**src/rtl/sram_1rw1r_fifo_ctrl_pkg.sv**
```systemverilog
// sram_fifo_pkg: shared constants, types and helpers for the SRAM-backed
// streaming FIFO controller (sram_1rw1r_fifo_ctrl) and its prefetch stage.
//   DATA_W : word width, equal to the macro BITS
//   DEPTH  : number of SRAM words (need not be a power of two)
//   ADDR_W : SRAM address width, 2**ADDR_W >= DEPTH
package sram_fifo_pkg;

    localparam int DATA_W = 32;
    localparam int DEPTH  = 384;
    localparam int ADDR_W = 9;

    typedef logic [ADDR_W-1:0] sram_addr_t;
    typedef logic [ADDR_W:0]   cnt_t;

    // Pointers wrap at DEPTH-1, not at the natural 2**ADDR_W-1 boundary.
    function automatic sram_addr_t ptr_inc(input sram_addr_t ptr);
        if (ptr == sram_addr_t'(DEPTH - 1)) begin
            return '0;
        end
        return ptr + sram_addr_t'(1);
    endfunction

endpackage

```
**src/rtl/sram_1rw1r_fifo_ctrl_prefetch.sv**
```systemverilog
// sram_fifo_prefetch: 2-entry register FIFO that receives words returning
// from the SRAM read port and presents them on the read-side stream.
// Optional feature macro: SRAM_FIFO_FLUSH_EN adds the synchronous flush input.
// Ports:
//   clk, rst_n  : clock, asynchronous active-low reset
//   flush       : (SRAM_FIFO_FLUSH_EN only) drop all held entries
//   push        : push_data is written this edge (caller guarantees room)
//   push_data   : word returning from the SRAM
//   m_ready     : read-side ready
//   m_valid     : head entry is valid
//   m_data      : head entry, straight from a register
//   pf_cnt      : entries held (0..2)
module sram_fifo_prefetch
    import sram_fifo_pkg::*;
(
    input  logic              clk,
    input  logic              rst_n,
`ifdef SRAM_FIFO_FLUSH_EN
    input  logic              flush,
`endif
    input  logic              push,
    input  logic [DATA_W-1:0] push_data,
    input  logic              m_ready,
    output logic              m_valid,
    output logic [DATA_W-1:0] m_data,
    output logic [1:0]        pf_cnt
);

    logic [1:0]        cnt_q, cnt_d;
    logic [DATA_W-1:0] e0_q, e0_d;
    logic [DATA_W-1:0] e1_q, e1_d;
    logic              pop;

    assign m_valid = (cnt_q != 2'd0);
    assign m_data  = e0_q;
    assign pf_cnt  = cnt_q;
    assign pop     = m_valid && m_ready;

    always_comb begin
        cnt_d = cnt_q;
        e0_d  = e0_q;
        e1_d  = e1_q;
        case ({push, pop})
            2'b10: begin
                if (cnt_q == 2'd0) e0_d = push_data;
                else               e1_d = push_data;
                cnt_d = cnt_q + 2'd1;
            end
            2'b01: begin
                if (cnt_q == 2'd2) e0_d = e1_q;
                cnt_d = cnt_q - 2'd1;
            end
            2'b11: begin
                // Count stays; the new word lands behind whatever remains.
                if (cnt_q == 2'd1) begin
                    e0_d = push_data;
                end else begin
                    e0_d = e1_q;
                    e1_d = push_data;
                end
            end
            default: ;
        endcase
`ifdef SRAM_FIFO_FLUSH_EN
        if (flush) cnt_d = 2'd0;
`endif
    end

    always_ff @(posedge clk or negedge rst_n) begin
        if (!rst_n) begin
            cnt_q <= 2'd0;
            e0_q  <= '0;
            e1_q  <= '0;
        end else begin
            cnt_q <= cnt_d;
            e0_q  <= e0_d;
            e1_q  <= e1_d;
        end
    end

endmodule

```
**src/rtl/sram_1rw1r_fifo_ctrl.sv**
```systemverilog
// sram_1rw1r_fifo_ctrl: turns a 1rw1r SRAM macro (DATA_W x DEPTH) into a
// streaming FIFO. rw0 is used for writes only, r0 for reads only; the macro's
// 1-cycle read latency is absorbed by a 2-entry prefetch stage.
// Optional feature macro: SRAM_FIFO_FLUSH_EN adds a synchronous, active-high
// flush input that empties the FIFO.
// Handshake: both stream sides use valid/ready; a word transfers on a rising
// clk edge where valid and ready are both high; valid never waits on ready.
// Ports:
//   clk, rst_n          : clock, asynchronous active-low reset
//   flush               : (SRAM_FIFO_FLUSH_EN only) clear the FIFO
//   s_valid/s_ready/s_data : write-side stream
//   m_valid/m_ready/m_data : read-side stream
//   level               : words held (SRAM + in-flight read + prefetch)
//   rw0_*_out           : macro write port controls/data
//   r0_ce_out/r0_addr_out, r0_rd_in : macro read port
module sram_1rw1r_fifo_ctrl
    import sram_fifo_pkg::*;
(
    input  logic              clk,
    input  logic              rst_n,
`ifdef SRAM_FIFO_FLUSH_EN
    input  logic              flush,
`endif
    input  logic              s_valid,
    output logic              s_ready,
    input  logic [DATA_W-1:0] s_data,
    output logic              m_valid,
    input  logic              m_ready,
    output logic [DATA_W-1:0] m_data,
    output logic [ADDR_W:0]   level,
    output logic              rw0_ce_out,
    output logic              rw0_we_out,
    output logic [ADDR_W-1:0] rw0_addr_out,
    output logic [DATA_W-1:0] rw0_wd_out,
    output logic              r0_ce_out,
    output logic [ADDR_W-1:0] r0_addr_out,
    input  logic [DATA_W-1:0] r0_rd_in
);

    sram_addr_t        wr_ptr_q, wr_ptr_d;
    sram_addr_t        rd_ptr_q, rd_ptr_d;
    cnt_t              sram_cnt_q, sram_cnt_d;
    logic              inflight_q, inflight_d;
    logic              s_ready_q, s_ready_d;
    sram_addr_t        wr_addr_hold_q, wr_addr_hold_d;
    logic [DATA_W-1:0] wr_data_hold_q, wr_data_hold_d;

    logic       push;
    logic       fetch;
    logic       capture;
    logic       flush_now;
    logic [1:0] pf_cnt;
    logic [2:0] pf_busy;

`ifdef SRAM_FIFO_FLUSH_EN
    assign flush_now = flush;
`else
    assign flush_now = 1'b0;
`endif

    assign push    = s_valid && s_ready_q;
    assign pf_busy = {1'b0, pf_cnt} + {2'b00, inflight_q};
    // Only fetch when the prefetch stage is guaranteed room for the word.
    assign fetch   = (sram_cnt_q != '0) && (pf_busy < 3'd2);
    // The read issued last edge returns now; a flush drops it.
    assign capture = inflight_q && !flush_now;

    always_comb begin
        wr_ptr_d       = wr_ptr_q;
        rd_ptr_d       = rd_ptr_q;
        sram_cnt_d     = sram_cnt_q;
        wr_addr_hold_d = wr_addr_hold_q;
        wr_data_hold_d = wr_data_hold_q;
        inflight_d     = fetch;
        if (push) begin
            wr_ptr_d       = ptr_inc(wr_ptr_q);
            wr_addr_hold_d = wr_ptr_q;
            wr_data_hold_d = s_data;
        end
        if (fetch) begin
            rd_ptr_d = ptr_inc(rd_ptr_q);
        end
        case ({push, fetch})
            2'b10:   sram_cnt_d = sram_cnt_q + cnt_t'(1);
            2'b01:   sram_cnt_d = sram_cnt_q - cnt_t'(1);
            default: sram_cnt_d = sram_cnt_q;
        endcase
        if (flush_now) begin
            wr_ptr_d   = '0;
            rd_ptr_d   = '0;
            sram_cnt_d = '0;
            inflight_d = 1'b0;
        end
        s_ready_d = (sram_cnt_d < cnt_t'(DEPTH));
    end

    always_ff @(posedge clk or negedge rst_n) begin
        if (!rst_n) begin
            wr_ptr_q       <= '0;
            rd_ptr_q       <= '0;
            sram_cnt_q     <= '0;
            inflight_q     <= 1'b0;
            s_ready_q      <= 1'b0;
            wr_addr_hold_q <= '0;
            wr_data_hold_q <= '0;
        end else begin
            wr_ptr_q       <= wr_ptr_d;
            rd_ptr_q       <= rd_ptr_d;
            sram_cnt_q     <= sram_cnt_d;
            inflight_q     <= inflight_d;
            s_ready_q      <= s_ready_d;
            wr_addr_hold_q <= wr_addr_hold_d;
            wr_data_hold_q <= wr_data_hold_d;
        end
    end

    // Address/data hold their last driven value when idle so the macro
    // never sees an undefined address or data word.
    assign s_ready      = s_ready_q;
    assign rw0_ce_out   = push;
    assign rw0_we_out   = push;
    assign rw0_addr_out = push ? wr_ptr_q : wr_addr_hold_q;
    assign rw0_wd_out   = push ? s_data : wr_data_hold_q;
    assign r0_ce_out    = fetch;
    assign r0_addr_out  = rd_ptr_q;
    assign level        = sram_cnt_q + cnt_t'(inflight_q) + cnt_t'(pf_cnt);

    sram_fifo_prefetch u_pf (
        .clk       (clk),
        .rst_n     (rst_n),
`ifdef SRAM_FIFO_FLUSH_EN
        .flush     (flush),
`endif
        .push      (capture),
        .push_data (r0_rd_in),
        .m_ready   (m_ready),
        .m_valid   (m_valid),
        .m_data    (m_data),
        .pf_cnt    (pf_cnt)
    );

endmodule

```
**config.mk**
```make
export PLATFORM = sky130hd
export DESIGN_NAME = sram_1rw1r_fifo_ctrl
export DESIGN_NICKNAME = d
export VERILOG_FILES = /design/src/rtl/sram_1rw1r_fifo_ctrl_pkg.sv /design/src/rtl/sram_1rw1r_fifo_ctrl_prefetch.sv /design/src/rtl/sram_1rw1r_fifo_ctrl.sv
export SDC_FILE = /design/constraint.sdc
export NUM_CORES = 1
export LEC_CHECK = 0
export CORE_UTILIZATION = 45
export DETAILED_ROUTE_END_ITERATION = 7
export PLACE_DENSITY = 0.74
export SYNTH_ARGS = -nofsm -noshare
export SYNTH_HDL_FRONTEND = slang
export SYNTH_SLANG_ARGS = --single-unit
```
**constraint.sdc**
```tcl
create_clock -name clk -period 5.05 [get_ports clk]
set_input_delay 1.01 -clock clk [delete_from_list [all_inputs] [get_ports clk]]
set_output_delay 1.01 -clock clk [all_outputs]
set_load 0.01 [all_outputs]
```
==> results of run 1 <==
final cells by class:
type	count	area (µm²)	share of cell area, %
clock buffer	20	447	5.21
clock inverter	10	80.1	0.934
inverter	16	60.1	0.701
multi-input combinational	434	2650	30.9
sequential	137	3430	40.0
tap	176	220	2.57
timing repair buffer	170	1690	19.7
Yosys cell counts, drive strengths merged, types with 15 or more instances:
library cell	instances	share of area, %
nand2	155	9.3
inv	15	0.90
a21oi	39	3.1
o21ai	22	1.8
dfrtp	137	55
ha	19	3.8
a22oi	32	3.9
nor2	52	3.1
clkbuf	22	1.3
mux2	35	6.4
xnor2	18	2.5
worst paths after layout:
| kind | end | slack, ps | cells past startpoint |
|---|---|---|---|
| min in group asynchronous | u_pf.e1_q[17] | 740 | 1 |
| setup / recovery | rw0_wd_out[9] | 1220 | 7 |
| setup reg to reg | s_ready | 1340 | 10 |
| max in group asynchronous | u_pf.e1_q[27] | 3410 | 2 |
| hold / removal | wr_data_hold_q[30] | 470 | 2 |
| hold reg to reg | wr_data_hold_q[30] | 470 | 2 |
state kept, by name, indices dropped and copies added (netlist names):
name,count
u_pf.e1_q,32
s_ready,1
u_pf.m_data,32
wr_addr_hold_q,9
sram_cnt_q,10
wr_ptr_q,9
r0_addr_out,9
capture,1
u_pf.pf_cnt,2
wr_data_hold_q,32
tightest hold or removal path: cells and delay by family, from the launching register on:
kind             cells  cell delay [ps]
DFF                  1              320
and+or+nand+nor      2              120
where the power goes:
part / switching (mW) / leakage, nW / internal (mW)
clock: 0.425 / 0.261 / 0.676
sequential: 0.347 / 1.65 / 1.63
combinational: 1.50 / 1.91 / 1.51
routing by layer:
| metal | vias to the layer above | part of all wire [%] | GRT usage [%] |
|---|---|---|---|
| met3 | 12 | 4.8 | 3.75 |
| met4 | 0 | 0.95 | 7.73 |
| met5 | - | 0 | 0 |
| met2 | 151 | 49 | 32.3 |
| li1 | 2410 | - | - |
| met1 | 2417 | 45 | 28.7 |
per-stage QoR:
stage	area (µm²)	instances
2_1_floorplan	6230	615
3_3_place_gp	8040	933
3_5_place_dp	8040	933
4_1_cts	8570	963
5_1_grt	8570	963
6_report	8570	963
cells by family (layout without fill, tap and decap cells):
family / after synthesis / after routing / synth area share (%)
fa+ha+maj: 22 / 22 / 4.78
flops: 137 / 137 / 55.0
compound gates: 109 / 109 / 11.3
buf+inv: 44 / 216 / 2.71
simple gates: 240 / 240 / 15.8
mux: 35 / 35 / 6.39
xor+xnor: 28 / 28 / 3.94
==> results.json, run 1 <==
{
  "outcome": "finished clean",
  "drt_pass1_iterations": 4,
  "yosysWarnings": 0,
  "hpwl_um": 9470,
  "initial_core_util_pct": 46.7,
  "crit_slowest_cell": "clkdlybuf4s50_1",
  "fmax_ghz": 0.261,
  "cts.clk_slew.worst_paths_ps": 60,
  "total_power_mw": 6.09,
  "r2r_start": "sram_cnt_q[7]",
  "hold_viol": 0,
  "grt_setup_unrepaired": "false",
  "vias_per_cell": 5.18,
  "die_height_um": 120,
  "grt_max_degree": 114,
  "nNetsFinal": 866,
  "fin_crit_ps": 3830,
  "wl_per_cell_um": 14.6,
  "setup_ws_ps": 1220,
  "final_common_cell": "clkdlybuf4s50_1",
  "grt_use_total_pct": 20.7,
  "ioPinCount": 165,
  "cts_sinks": 137,
  "final-max-slew-violation-count": 0,
  "layout-drive-gt1-share_pct": 9.91,
  "synth_edf_count": 0,
  "antennaDiodeCount": 0,
  "synth_sequential_area_ratio_pct": 55.0,
  "cts-root-buf": "clkbuf_16",
  "antenna_found_initial": 0,
  "power_density_nw_per_um2": 710,
  "die_x_um": 120,
  "maxCapViolations": 0,
  "cts_buffers": 17,
  "syn-num-nets": 705,
  "core_area_um2": 13300,
  "wirelength_um": 14100,
  "ctsHtreeMaxLevel": 4,
  "synth_cell_types": 44,
  "setup_viol": 0,
  "cts_hold_buf": 0,
  "tns_ps": 0,
  "cts-resized-gates": 0,
  "syn_area_per_cell_um2": 10.1,
  "cp_slowest_stage_delay_ps": 570,
  "dieArea_um2": 14300,
  "ys_ff_latch": 137,
  "p_leak_nw": 3.82,
  "synthArstFlopShare_pct": 100,
  "startpoint": "s_valid",
  "port_buffers": 164,
  "synth_area_um2": 6230,
  "netlist_instances": 615,
  "cts_tree": "done",
  "drtIter0Drc": 351,
  "endpoint_kind": "output pin",
  "grt_pass1_wl_um": 23600,
  "worstMarginPinSlew_ps": 1130,
  "critical_path_class": "in2out",
  "crit_family": "buffers and inverters",
  "cp-start-kind": "input port",
  "rows": 42,
  "grt_pass1_vias": 4834,
  "mostFrequentLayoutCells": "clkdlybuf4s50_1, nand2_1, dfrtp_1",
  "dominantRegCellSynth": "dfrtp_1",
  "crit_buf_inv": 4,
  "cts_setup_buffers": 0,
  "post-route-util_pct": 64.2,
  "antenna_left": 0,
  "worstHoldStart": "wr_data_hold_q[30]",
  "place_worst_setup_slack_ps": 1030,
  "grt_overflow_total": 0,
  "cp.required_ps": 4040,
  "finClkSkew_ps": 6.20,
  "cp_max_fo": 42,
  "dr_total_vias": 4990,
  "hold_class": "reg2reg",
  "finalCritPeriodShare_pct": 75.8,
  "gp_congestion": 0.879,
  "clock_latency_ps": 400,
  "drcViolationCount": 0,
  "slew_headroom_pct": 24.5,
  "crit_arrival_ps": 2820,
  "hold_slack_ps": 469,
  "vdd_drop_max_mv": 0.481,
  "crit_chain": "clkdlybuf4s50_1, and2_2, clkinv_1, buf_4, nand2_1, nand2_1, clkdlybuf4s50_1",
  "syn_to_final_growth_pct": 37.6,
  "n_fill_cell": 1068,
  "cts.path.max_buffers": 2
}
No activity file was read; power rests on OpenSTA's default activity.
==> run 2: changes to the inputs <==
clock period = 3.75 ns   (was 5.05 ns; I/O delays follow)
==> results.json, run 2 (synthesis gave the netlist of run 1 again) <==
{
  "outcome": "finished clean",
  "cts.path.max_buffers": 2,
  "r2r_start": "sram_cnt_q[7]",
  "die_x_um": 120,
  "grt_overflow_total": 0,
  "grt_max_degree": 107,
  "drt_pass1_iterations": 4,
  "cts_buffers": 17,
  "cts.clk_slew.worst_paths_ps": 60,
  "vias_per_cell": 5.20,
  "initial_core_util_pct": 46.7,
  "nNetsFinal": 875,
  "cts_setup_buffers": 0,
  "crit_arrival_ps": 2760,
  "slew_headroom_pct": 36.6,
  "rr_worst_depth": 11,
  "finClkSkew_ps": 5.03,
  "wl_per_cell_um": 15.2,
  "crit_end": "level[9]",
  "mostFrequentLayoutCells": "clkdlybuf4s50_1, nand2_1, dfrtp_1",
  "critical_path_class": "reg2out",
  "power_density_nw_per_um2": 976,
  "dr_total_vias": 5058,
  "grt_use_total_pct": 21.9,
  "register_area_um2": 3430,
  "fin_crit_ps": 3510,
  "ioPinCount": 165,
  "rr_endpoint": "s_ready",
  "tns_ps": 0,
  "gp_congestion": 0.937,
  "drtIter0Drc": 366,
  "cts-root-buf": "clkbuf_16",
  "clock_latency_ps": 410,
  "hold_class": "in2async",
  "final-instance-count-excl-fill": 972,
  "syn_to_final_growth_pct": 39.8,
  "maxCapViolations": 0,
  "hold_viol": 0,
  "startpoint": "sram_cnt_q[0]",
  "dp_cells": 942,
  "antennaDiodeCount": 0,
  "cp-start-kind": "flop",
  "vdd_drop_max_mv": 0.700,
  "cts_tree": "done",
  "grt_pass1_vias": 5121,
  "die_height_um": 120,
  "grt_pass1_wl_um": 25000,
  "hold_slack_ps": 460,
  "cts_hold_buf": 0,
  "cp.required_ps": 3000,
  "finalCritPeriodShare_pct": 93.6,
  "cts_sinks": 137,
  "rows": 42,
  "final_common_cell": "clkdlybuf4s50_1",
  "worstMarginPinSlew_ps": 951,
  "n_fill_cell": 1043,
  "multi_input_area_um2": 2650,
  "cts-resized-gates": 0,
  "ctsHtreeMaxLevel": 4,
  "endpoint_kind": "output pin",
  "layout-drive-gt1-share_pct": 11.1,
  "hpwl_um": 10100,
  "grt_setup_unrepaired": "false",
  "regToRegSetupSlack_ps": 300,
  "port_buffers": 164,
  "p_leak_nw": 3.90,
  "cp_max_fo": 6,
  "dieArea_um2": 14300,
  "setup_viol": 0,
  "antenna_left": 0,
  "final-max-slew-violation-count": 0,
  "antenna_found_initial": 0,
  "drcViolationCount": 0,
  "fmax_ghz": 0.285,
  "core_area_um2": 13300,
  "wirelength_um": 14800
}
-- run 2: cell types whose count changed in the layout (fill, tap and decap cells not counted), sizes merged --
cell and change:
buf +9, bufinv +2, clkbuf +1, clkinv -2, clkinvlp -1
-- run 2: cell type report --
| class | instances | share of cell area (%) |
|---|---|---|
| Sequential cell | 137 | 39.4 |
| Multi-Input combinational cell | 434 | 30.4 |
| Timing Repair Buffer | 179 | 20.2 |
| Clock buffer | 21 | 5.40 |
| Tap cell | 176 | 2.53 |
| Clock inverter | 9 | 1.41 |
| Inverter | 16 | 0.690 |
-- run 2: per-layer routing --
| layer | GRT usage, % | routed length (µm) | vias up |
|---|---|---|---|
| li1 | - | - | 2424 |
| met1 | 28.7 | 6490 | 2455 |
| met2 | 35.7 | 7330 | 157 |
| met3 | 5.04 | 721 | 22 |
| met4 | 7.42 | 227 | 0 |
| met5 | 0 | 0 | - |
-- run 2: worst min path at each step --
stage                         to  cells after the start
5_1_grt        wr_data_hold_q[5]                      2
6_report         u_pf.m_data[24]                      1
4_1_cts        wr_data_hold_q[4]                      2
2_1_floorplan            capture                      0
3_3_place_gp   wr_data_hold_q[7]                      2
3_5_place_dp   wr_data_hold_q[4]                      2
-- run 2: metrics by stage --
step / total power, mW / cell area, µm² / utilization (%) / setup WS (ps)
after global placement: 6.68 / 8110 / 60.8 / 256
after CTS: 8.57 / 8700 / 65.2 / 191
after detailed placement: 6.85 / 8110 / 60.8 / 177
after floorplan: 5.01 / 6230 / - / 315
final: 8.50 / 8700 / 65.2 / 240
after global routing: 9.10 / 8700 / 65.2 / 54.8
-- run 2: critical path, stage by stage, from the launching register on --
cell	delay, ps
dfrtp_1	510
inv_1	110
fa_1	440
inv_1	120
a21o_1	160
and3_1	190
nand3_1	100
xnor2_1	160
clkdlybuf4s50_1	570
-- run 2: where the power goes --
group	switching, mW	leakage, nW	internal, mW	total [mW]
sequential	0.470	1.65	2.19	2.66
combinational	2.08	1.96	2.08	4.17
clock	0.584	0.294	1.08	1.67
==> run 3: changes to the inputs <==
CAP_MARGIN = 15   (was not set)
GPL_ROUTABILITY_DRIVEN = 1   (was not set)
==> results of run 3 <==
The final DEF is identical to that of run 2; final timing and power are the same.
